**src/rtl/fixed_to_float_norm.sv**
```systemverilog
// fixed_to_float_norm
//
// Converts a signed two's-complement fixed-point operand (W bits, FRAC_BITS
// fractional bits) into an IEEE-754 single-precision value. The magnitude is
// normalised one bit per clock until its MSB is set, then packed. The
// conversion is exact because W <= 24 fits the 24-bit significand.
//
// Optional build macro:
//   FX2F_FAST_NORM_EN - while the top four magnitude bits are all zero,
//                       normalisation shifts by four in a single clock.
//
// Ports:
//   clk    - clock, all state changes on the rising edge
//   reset  - asynchronous active-high reset
//   enable - start request, sampled only while idle
//   data   - W-bit two's-complement fixed-point operand
//   result - registered IEEE-754 single-precision result
//   done   - one-cycle pulse coincident with a result update
module fixed_to_float_norm #(
  parameter int W         = 22,
  parameter int FRAC_BITS = 20
) (
  input  logic         clk,
  input  logic         reset,
  input  logic         enable,
  input  logic [W-1:0] data,
  output logic [31:0]  result,
  output logic         done
);

  localparam int            KW       = $clog2(W);
  localparam logic [7:0]    EXP_BASE = 8'(127 + W - 1 - FRAC_BITS);
  localparam logic [W-1:0]  ZERO_W   = '0;
  localparam int            SHIFT4   = (W >= 4) ? (W - 4) : 0;

  typedef enum logic [1:0] {
    IDLE,
    NORM,
    PACK
  } state_t;

  state_t        state_q, state_d;
  logic          sign_q, sign_d;
  logic [W-1:0]  mag_q, mag_d;
  logic [KW-1:0] k_q, k_d;
  logic [31:0]   result_q, result_d;
  logic          done_q, done_d;
  logic [22:0]   mant;
  logic          topNibbleZero;

  // State and datapath registers; reset clears everything at once so an
  // aborted conversion never produces a done pulse.
  always_ff @(posedge clk or posedge reset) begin
    if (reset) begin
      state_q  <= IDLE;
      sign_q   <= 1'b0;
      mag_q    <= '0;
      k_q      <= '0;
      result_q <= '0;
      done_q   <= 1'b0;
    end else begin
      state_q  <= state_d;
      sign_q   <= sign_d;
      mag_q    <= mag_d;
      k_q      <= k_d;
      result_q <= result_d;
      done_q   <= done_d;
    end
  end

  // Next-state and datapath logic.
  always_comb begin
    state_d  = state_q;
    sign_d   = sign_q;
    mag_d    = mag_q;
    k_d      = k_q;
    result_d = result_q;
    done_d   = 1'b0;

    // Mantissa drops the implicit leading one and left-aligns the remaining
    // W-1 bits in the 23-bit field.
    mant          = 23'(mag_q[W-2:0]) << (24 - W);
    topNibbleZero = ((mag_q >> SHIFT4) == ZERO_W);

    unique case (state_q)
      IDLE: begin
        if (enable) begin
          sign_d = data[W-1];
          // Negating the most negative value wraps to 2^(W-1), which is the
          // correct unsigned magnitude.
          mag_d  = data[W-1] ? (ZERO_W - data) : data;
          k_d    = '0;
          state_d = (data == ZERO_W) ? PACK : NORM;
        end
      end

      NORM: begin
        if (mag_q[W-1]) begin
          state_d = PACK;
`ifdef FX2F_FAST_NORM_EN
        end else if ((W >= 4) && topNibbleZero) begin
          mag_d = mag_q << 4;
          k_d   = k_q + KW'(4);
`endif
        end else begin
          mag_d = mag_q << 1;
          k_d   = k_q + KW'(1);
        end
      end

      PACK: begin
        state_d = IDLE;
        done_d  = 1'b1;
        // Zero has no leading one; force +0.0 regardless of exponent math.
        if (mag_q == ZERO_W) begin
          result_d = 32'h0000_0000;
        end else begin
          result_d = {sign_q, EXP_BASE - 8'(k_q), mant};
        end
      end

      default: begin
        state_d = IDLE;
      end
    endcase
  end

  assign result = result_q;
  assign done   = done_q;

endmodule

```
**config.mk**
```make
export PLATFORM = sky130hd
export DESIGN_NAME = fixed_to_float_norm
export DESIGN_NICKNAME = d
export VERILOG_FILES = /design/src/rtl/fixed_to_float_norm.sv
export SDC_FILE = /design/constraint.sdc
export NUM_CORES = 1
export LEC_CHECK = 0
export CAP_MARGIN = 20
export CORE_MARGIN = 4
export CORE_UTILIZATION = 46
export DETAILED_ROUTE_END_ITERATION = 7
export HOLD_SLACK_MARGIN = 0.03
export PLACE_DENSITY = 0.81
export SKIP_LAST_GASP = 1
export SLEW_MARGIN = 20
export SYNTH_ARGS = -nofsm -noshare
export SYNTH_HDL_FRONTEND = slang
export SYNTH_SLANG_ARGS = --single-unit
export TNS_END_PERCENT = 10
```
**constraint.sdc**
```tcl
create_clock -name clk -period 2.8 [get_ports clk]
set_input_delay 0.56 -clock clk [delete_from_list [all_inputs] [get_ports clk]]
set_output_delay 0.56 -clock clk [all_outputs]
set_load 0.005 [all_outputs]
```
# [Yosys cells after proc, flatten, opt, wreduce, memory -nomap -nowiden]
# Index checks and enable logic that the tools add are counted.
[totals] input_bits=25 regBits=63 output_inout_bits=33
[classes] n_addsub=3 eq_ne=5 reduce_logical=8 n_mux=13
[ops] cell="$mux W22" count=3
[ops] cell="$logic_not A22 Y1" count=2
[ops] cell="$pmux W22 S2" count=1
[ops] cell="$mux W32" count=1
[ops] cell="$sub A1 B22 Y22 const A" count=1
[ops] cell="$mux W5" count=2
[ops] cell="$pmux W5 S2" count=1
[ops] cell="$sub A8 B5 Y8 const A" count=1
[ops] cell="$mux W2" count=3
[ops] cell="$ne A2 B2 Y1 const B" count=3
[ops] cell="$reduce_and A2 Y1" count=3
[ops] cell="$add A5 B1 Y5 const B" count=1
[ops] cell="$pmux W2 S2" count=1
[ops] cell="$reduce_and A3 Y1" count=1
[ops] cell="$eq A2 B1 Y1 const B" count=1
[ops] cell="$eq A2 B2 Y1 const B" count=1
[ops] cell="$logic_not A2 Y1" count=1
[ops] cell="$reduce_bool A2 Y1" count=1
[ops] cell="$mux W1" count=1

# [Longest topological paths before layout]
# Gate-level depths: netlist of run 1.
[depth] word_depth=4 ltp_mapped=8 depth_no_buf=7

# [Worst setup path before layout of run 1]
# No wires, ideal clock.
[synth_timing] path_type="input-to-reg" from="input port data[5]" to="register mag_q[17]" path_stages=6 slack_ps=377 setup_time_ps=127 t_arrival_ps=2296 cell_sequence="or4_4 or4_4 buf_6 o41ai_4 xor2_1 o21ai_1"
[synth_between] elab_chain_cells=4
[synth_rtl] item="from (decl)" line="26" source="input logic [W-1:0] data,"
[synth_rtl] item="$sub A1 B22 Y22" line="91" source="mag_d = data[W-1] ? (ZERO_W - data) : data;"
[synth_rtl] item="$mux W22" line="91"
[synth_rtl] item="$mux W22" line="87" source="if (enable) begin"
[synth_rtl] item="$pmux W22 S2" line="85" source="unique case (state_q)"
[synth_rtl] item="to (signal assigned)" line="64" source="mag_q <= mag_d;"
[synth_rtl] item="to (decl)" line="44" source="logic [W-1:0] mag_q, mag_d;"
# No other way between the ends. The select of a mux whose other input is x is not followed.
# A chain may end at the register's enable or synchronous reset.

# [Worst setup path in the final report of run 1]
[layout_timing] from="input port data[5]" to="register mag_q[16]"
# The elaborated chain is that of the path after synthesis.

==> results by group, run 1 <==
Outcome
  • Outcome: finished clean

Yosys
  • Post-synthesis instance total: 325
  • Yosys reg bits: between 60 and 70
  • Post-synth ARST share: 100.0%
  • Yosys Warn Count: 0
  • Distinct cell type count after synthesis: 42
  • Mapped cell area: 3044 um2
  • Seq/Total Area, Yosys: approximately 50%
  • Post-synth EDFFs: 0
  • Avg Cell Area, Syn: about 9.4 um2
  • Ys flop type: dfrtp_1

Global route
  • Initial antenna violation count: 0
  • GRT Total Usage: a little under a fifth
  • First-pass GRT wire length: about 12,000 um
  • Vias in the first global route: roughly 2,500
  • Largest net degree at the start of global routing: 25
  • GR Overflow Total: 0

Detailed routing
  • DRC violations left: 0
  • WL per Instance: 14.74 um
  • Routed WL: 6986 um
  • Via count: between 2,000 and 3,000
  • Detail Route Antenna Nets: 0
  • Drt first pass iters: 5
  • Vias/cell: 5.580
  • Iter 0 DRT Violations: 241

Worst setup path
  • Critical path buffers and inverters: 1
  • Crit-path leading delay family: simple AND/OR/NAND/NOR gates
  • CP max FO: 7
  • CP Launch Type: input pin
  • Slowest CP cell: or4_1
  • CP arrival: ~2.8 ns
  • Nature of the critical path endpoint: flip-flop
  • RR Startpoint: mag_q[4]$_DFFE_PP0P_
  • Setup crit start: data[5]
  • Worst Path Required: between 2 and 3 ns
  • Crit Path Class: input pin to flip-flop
  • Crit path cell chain: clkdlybuf4s50_1 -> or4_4 -> or4_1 -> or3_1 -> nand2_1 -> o2111ai_1
  • CP peak stage delay: around 0.69 ns

Timing
  • Final Critical Period: approximately 2.6 ns
  • Number of setup violations in the final report: 0
  • Final setup skew: 0.007773 ns
  • RSZ-0062 raised after global routing: false
  • Worst-margin pin slew: approximately 0.67 ns
  • Worst relative slew slack: a little under three fifths
  • Slew Viols, Final: 0
  • Tcrit/Tclk final: between 90 and 100%
  • Final hold violations: 0
  • Fmax: around 380 MHz
  • Worst Slack Setup Final: between 0.15 and 0.2 ns

Die
  • Die H: between 80 and 90 um
  • Full die area: 7983 um2
  • # rows: 29
  • Die X: 89.35 um
  • Core area: 6386 um2
  • Initial Utilization: a little under half
  • Io pins: 58

Place
  • Post-Place Worst Slack: -0.1475 ns
  • DP Wirelength: ~5200 um
  • Global placement routability congestion: ~0.86
  • Placed Area: about 3800 um2
  • IO Port Bufs: 55

Clocking
  • H-tree depth: 3
  • Hold buffer count at CTS: 0
  • CTS tree: built
  • # resized after CTS: 0
  • Root Buffer: clkbuf_8
  • Clk_lat worst skew: roughly 0.33 ns
  • CTS max path bufs: 2
  • # clock sinks: slightly above 60
  • Number of CTS-inserted buffers: 9
  • Post-CTS setup buffer count: 0
  • Clock transition at the registers of the reported paths: approximately 0.060 ns

Job
  • Maximum Capacitance Violations: 0

Layout
  • Most frequent cells in the layout: nand2_1 (83), dfrtp_1 (61), clkdlybuf4s50_1 (55), buf_4 (21), o21ai_0 (19)
  • Post-route cell area: ~3900 um2
  • Most common cell after layout, fill and taps aside: nand2_1
  • Final nets: around 420
  • Number of fill cells: a little over 500
  • Ratio of cells with drive above 1 in the final layout: 11.34%
  • Area of the multi-input gates: 1408 um2
  • Sequential cell area: between 1500 and 2000 um2
  • Area delta synth->final: 28.77%
  • N_diodes: 0

Pwr
  • Peak supply drop: about 0.00042 V
  • Pwr dens: approximately 960 nW/um2
  • Leak: between 1.5 and 2 nW

Min path
  • Hold_sp: result[12]$_DFFE_PP0P_
  • HP Class: flip-flop to flip-flop
cells in the mapped netlist, types with 8 or more instances:
cell | count | share of area, %
dfrtp_1 | 61 | 50
nand2_1 | 83 | 10
or3_1 | 8 | 1.6
clkbuf_1 | 15 | 1.8
nor2_1 | 15 | 1.8
o21ai_0 | 19 | 3.1
a22oi_1 | 15 | 3.7
a22o_1 | 9 | 2.6
xor2_1 | 15 | 4.3
state kept, by name, summed over array words and instances, names as in the netlist:
name,count
result,30
state_q,2
mag_q,22
done,1
k_q,5
sign_q,1
worst paths after layout:
path                            cells past startpoint  slack (ns)                endpoint
min in group asynchronous                           2        0.58   mag_q[19]$_DFFE_PP0P_
worst max register to register                      4        0.84  result[27]$_DFFE_PP0P_
worst min-delay path                                2        0.48  result[12]$_DFFE_PP0P_
worst max-delay path                                6        0.19   mag_q[16]$_DFFE_PP0P_
max in group asynchronous                           3        1.55    mag_q[5]$_DFFE_PP0P_
worst min register to register                      2        0.48  result[12]$_DFFE_PP0P_
kinds of logic after synthesis:
| logic type | after synthesis | share of synthesized area (%) |
|---|---|---|
| and+or+nand+nor | 149 | 23.67 |
| AOI/OAI and AO/OA | 65 | 15.25 |
| DFF | 61 | 50.14 |
| buffers and inverters | 26 | 3.740 |
| xor gates and xnor gates | 18 | 5.179 |
| adders and majority gates | 3 | 1.233 |
| muxes | 2 | 0.6577 |
| other | 1 | 0.1232 |
through the flow:
stage	power [mW]	setup TNS (ns)	utilization, %	hold slack, ns	cells
6_report	3.744	0	61.38	0.4752	474
5_1_grt	4.056	0	61.38	0.4985	474
4_1_cts	3.763	0	61.38	0.4789	474
3_5_place_dp	3.106	-0.8282	58.89	0.4633	459
3_3_place_gp	3.057	-0.5208	58.89	0.4588	459
2_1_floorplan	2.384	0	-	0.4479	326
worst min-delay path: stages, from the launching register on:
cell and delay [ns]:
dfrtp_1 0.34, nand2_1 0.05, nand2_1 0.05
final cells by class:
| type | instances | share of cell area [%] |
|---|---|---|
| Inverter | 6 | 0.5745 |
| Clock buffer | 13 | 3.798 |
| Multi-Input combinational cell | 239 | 35.91 |
| Tap cell | 77 | 2.458 |
| Sequential cell | 61 | 38.94 |
| Timing Repair Buffer | 76 | 18.07 |
| Clock inverter | 2 | 0.2553 |
metal layers:
layer  share of wire [%]  global-route usage (%)  routed length (um)
met5                   0                       0                   0
met2                  46                   28.47                3196
met3                 7.2                   3.963                 506
met1                  46                   27.39                3201
met4                 1.2                   6.225                  82
report_power, final:
group          leakage, nW  switching (mW)  total [mW]  internal (mW)
Sequential           0.779           0.338        1.60           1.26
Clock               0.0833           0.309       0.648          0.338
Combinational        0.910           0.701        1.49          0.794
Power figures use the tool's default switching activity.
==> run 2, diff against run 1 <==
--- a/config.mk
+++ b/config.mk
@@ -6,11 +6,14 @@
 export NUM_CORES = 1
 export LEC_CHECK = 0
 export CAP_MARGIN = 20
+export CELL_PAD_IN_SITES_DETAIL_PLACEMENT = 0
+export CELL_PAD_IN_SITES_GLOBAL_PLACEMENT = 1
 export CORE_MARGIN = 4
-export CORE_UTILIZATION = 46
+export CORE_UTILIZATION = 39
+export CTS_CLUSTER_DIAMETER = 30
 export DETAILED_ROUTE_END_ITERATION = 7
 export HOLD_SLACK_MARGIN = 0.03
-export PLACE_DENSITY = 0.81
+export PLACE_DENSITY = 0.88
 export SKIP_LAST_GASP = 1
 export SLEW_MARGIN = 20
 export SYNTH_ARGS = -nofsm -noshare
==> constraint.sdc (replaced) <==
create_clock -name clk -period 2.85 [get_ports clk]
set_input_delay 0.57 -clock clk [delete_from_list [all_inputs] [get_ports clk]]
set_output_delay 0.57 -clock clk [all_outputs]
set_load 0.005 [all_outputs]
==> results by group, run 2 (synthesis gave the netlist of run 1 again) <==
Min path
  • Hold_sp: result[10]$_DFFE_PP0P_
  • HP Class: flip-flop to flip-flop
  • Hold depth: 2 (unchanged)

Place
  • Global placement routability congestion: 0.8287 (-3.5%)
  • Placed insts: 480 (+4.6%)
  • DP Wirelength: 5343 um (+2.7%)
  • IO Port Bufs: 55 (unchanged)

Global route
  • First-pass GRT wire length: 11,670 um (-0.48%)
  • GRT Total Usage: 16.57% (-2.4 points)
  • Vias in the first global route: 2,389 (-4.4%)
  • GR Overflow Total: 0 (unchanged)
  • Initial antenna violation count: 0 (unchanged)
  • Largest net degree at the start of global routing: 36 (+44%)

Die
  • # rows: 31 (+6.9%)
  • Initial Utilization: 41.09% (-6.6 points)
  • Die H: 96.35 um (+7.8%)
  • Die X: 96.35 um (+7.8%)
  • Io pins: 58 (unchanged)
  • Core area: 7408 um2 (+16%)
  • Full die area: 9283 um2 (+16%)

Layout
  • Ratio of cells with drive above 1 in the final layout: 11.11% (-0.22 points)
  • Largest register FFs: 30 (unchanged)
  • Finished Core Util: 53.35% (-8.0 points)
  • Finished Layout Cells: 495 (+4.4%)
  • Number of fill cells: 694 (+34%)
  • Most frequent cells in the layout: nand2_1 (83), dfrtp_1 (61), clkdlybuf4s50_1 (55), o21ai_0 (19), buf_4 (19)
  • Final nets: 420 (-0.24%)
  • N_diodes: 0 (unchanged)
  • Most common cell after layout, fill and taps aside: nand2_1
  • Area delta synth->final: 29.84%

Timing
  • Fmax: 382.0 MHz
  • Worst relative slew slack: 54.50% (-0.92 points)
  • Number of setup violations in the final report: 0 (unchanged)
  • Tcrit/Tclk final: 91.84%
  • Final Critical Period: roughly 2.6 ns
  • Worst-margin pin slew: 0.6825 ns (+0.01384 ns)
  • Final setup skew: 0.01152 ns (+0.003748 ns)
  • RSZ-0062 raised after global routing: false
  • Final hold violations: 0 (unchanged)
  • Slew Viols, Final: 0 (unchanged)

Outcome
  • Outcome: finished clean

Detailed routing
  • Vias/cell: 5.131 (-8.0%)
  • Drt first pass iters: 4 (-1)
  • Via count: 2,540 (-4.0%)
  • Detail Route Antenna Nets: 0 (unchanged)
  • WL per Instance: 14.43 um (-2.1%)
  • Routed WL: 7145 um (+2.3%)
  • Iter 0 DRT Violations: 179 (-26%)
  • DRC violations left: 0 (unchanged)

Pwr
  • Leak: 1.772 nW (about the same)
  • Pwr dens: 931.6 nW/um2 (-2.5%)
  • Peak supply drop: 0.0003590 V (-15%)

Clocking
  • CTS tree: built
  • # clock sinks: 61 (unchanged)
  • # resized after CTS: 0 (unchanged)
  • Hold buffer count at CTS: 0 (unchanged)
  • H-tree depth: 3 (unchanged)
  • Root Buffer: clkbuf_8
  • Post-CTS setup buffer count: 0 (unchanged)
  • CTS max path bufs: 2 (unchanged)
  • Number of CTS-inserted buffers: 9 (unchanged)
  • Clock transition at the registers of the reported paths: 0.07 ns (about the same)
  • Clk_lat worst skew: 0.33 ns (about the same)

Job
  • Maximum Capacitance Violations: 0 (unchanged)

Worst setup path
  • Nature of the critical path endpoint: flip-flop
  • Worst Path Required: 3.05 ns (+0.06 ns)
  • CP Launch Type: input pin
  • R2r worst-path depth: 4 (unchanged)
  • CP arrival: 2.82 ns (+0.02 ns)
  • RR Startpoint: mag_q[4]$_DFFE_PP0P_
  • CP max FO: 7 (unchanged)
  • Crit Path Class: input pin to flip-flop
  • Setup crit start: data[5]
## run 2: cell count changes in the layout (fill, tap and decap cells not counted), sizes merged
cell  before  now
buf       21   20
## run 2: cell type report
class / instances / area [um2] / share of cell area, %
timing repair buffer: 75 / 713.2 / 18.04
clock buffer: 13 / 148.9 / 3.767
multi-input combinational: 239 / 1408 / 35.61
tap: 99 / 123.9 / 3.134
clock inverter: 2 / 10.01 / 0.2532
inverter: 6 / 22.52 / 0.5698
sequential: 61 / 1526 / 38.62
## run 2: path summary, 6_finish.rpt
| check | to | slack [ns] |
|---|---|---|
| min in group asynchronous | result[18]$_DFFE_PP0P_ | 0.62 |
| worst min register to register | result[10]$_DFFE_PP0P_ | 0.47 |
| worst max register to register | result[27]$_DFFE_PP0P_ | 0.90 |
| worst max-delay path | mag_q[16]$_DFFE_PP0P_ | 0.23 |
| max in group asynchronous | state_q[1]$_DFFE_PP0P_ | 1.63 |
| worst min-delay path | result[10]$_DFFE_PP0P_ | 0.47 |
## run 2: layer usage
metal	vias to the layer above	routed length [um]	track usage, %
li1	1267	-	-
met3	2	427	3.206
met1	1189	3444	24.22
met4	0	36	6.425
met5	-	0	0
met2	82	3237	24.09
## run 2: worst max-delay path, stage by stage
cell	delay, ns
clkdlybuf4s50_1	0.42
or4_4	0.57
or4_1	0.69
or3_1	0.38
nand2_1	0.08
o2111ai_1	0.10
## run 2: power breakdown
group | internal [mW] | switching (mW) | leakage (nW) | total, mW
Clock | 0.332 | 0.310 | 0.0833 | 0.643
Combinational | 0.780 | 0.687 | 0.910 | 1.47
Sequential | 1.24 | 0.331 | 0.779 | 1.57
Total | 2.35 | 1.33 | 1.77 | 3.68
## run 2: through the flow
step / setup slack, ns / area [um2] / total power, mW / hold WS (ns) / setup TNS, ns
floorplan: 0.4174 / 3048 / 2.342 / 0.4479 / 0
global placement: -0.09692 / 3794 / 3.026 / 0.4592 / -0.2370
detailed placement: -0.1137 / 3794 / 3.071 / 0.4621 / -0.5731
CTS: 0.2420 / 3953 / 3.714 / 0.4788 / 0
global route: 0.1260 / 3953 / 3.973 / 0.4976 / 0
finish: 0.2324 / 3953 / 3.682 / 0.4717 / 0
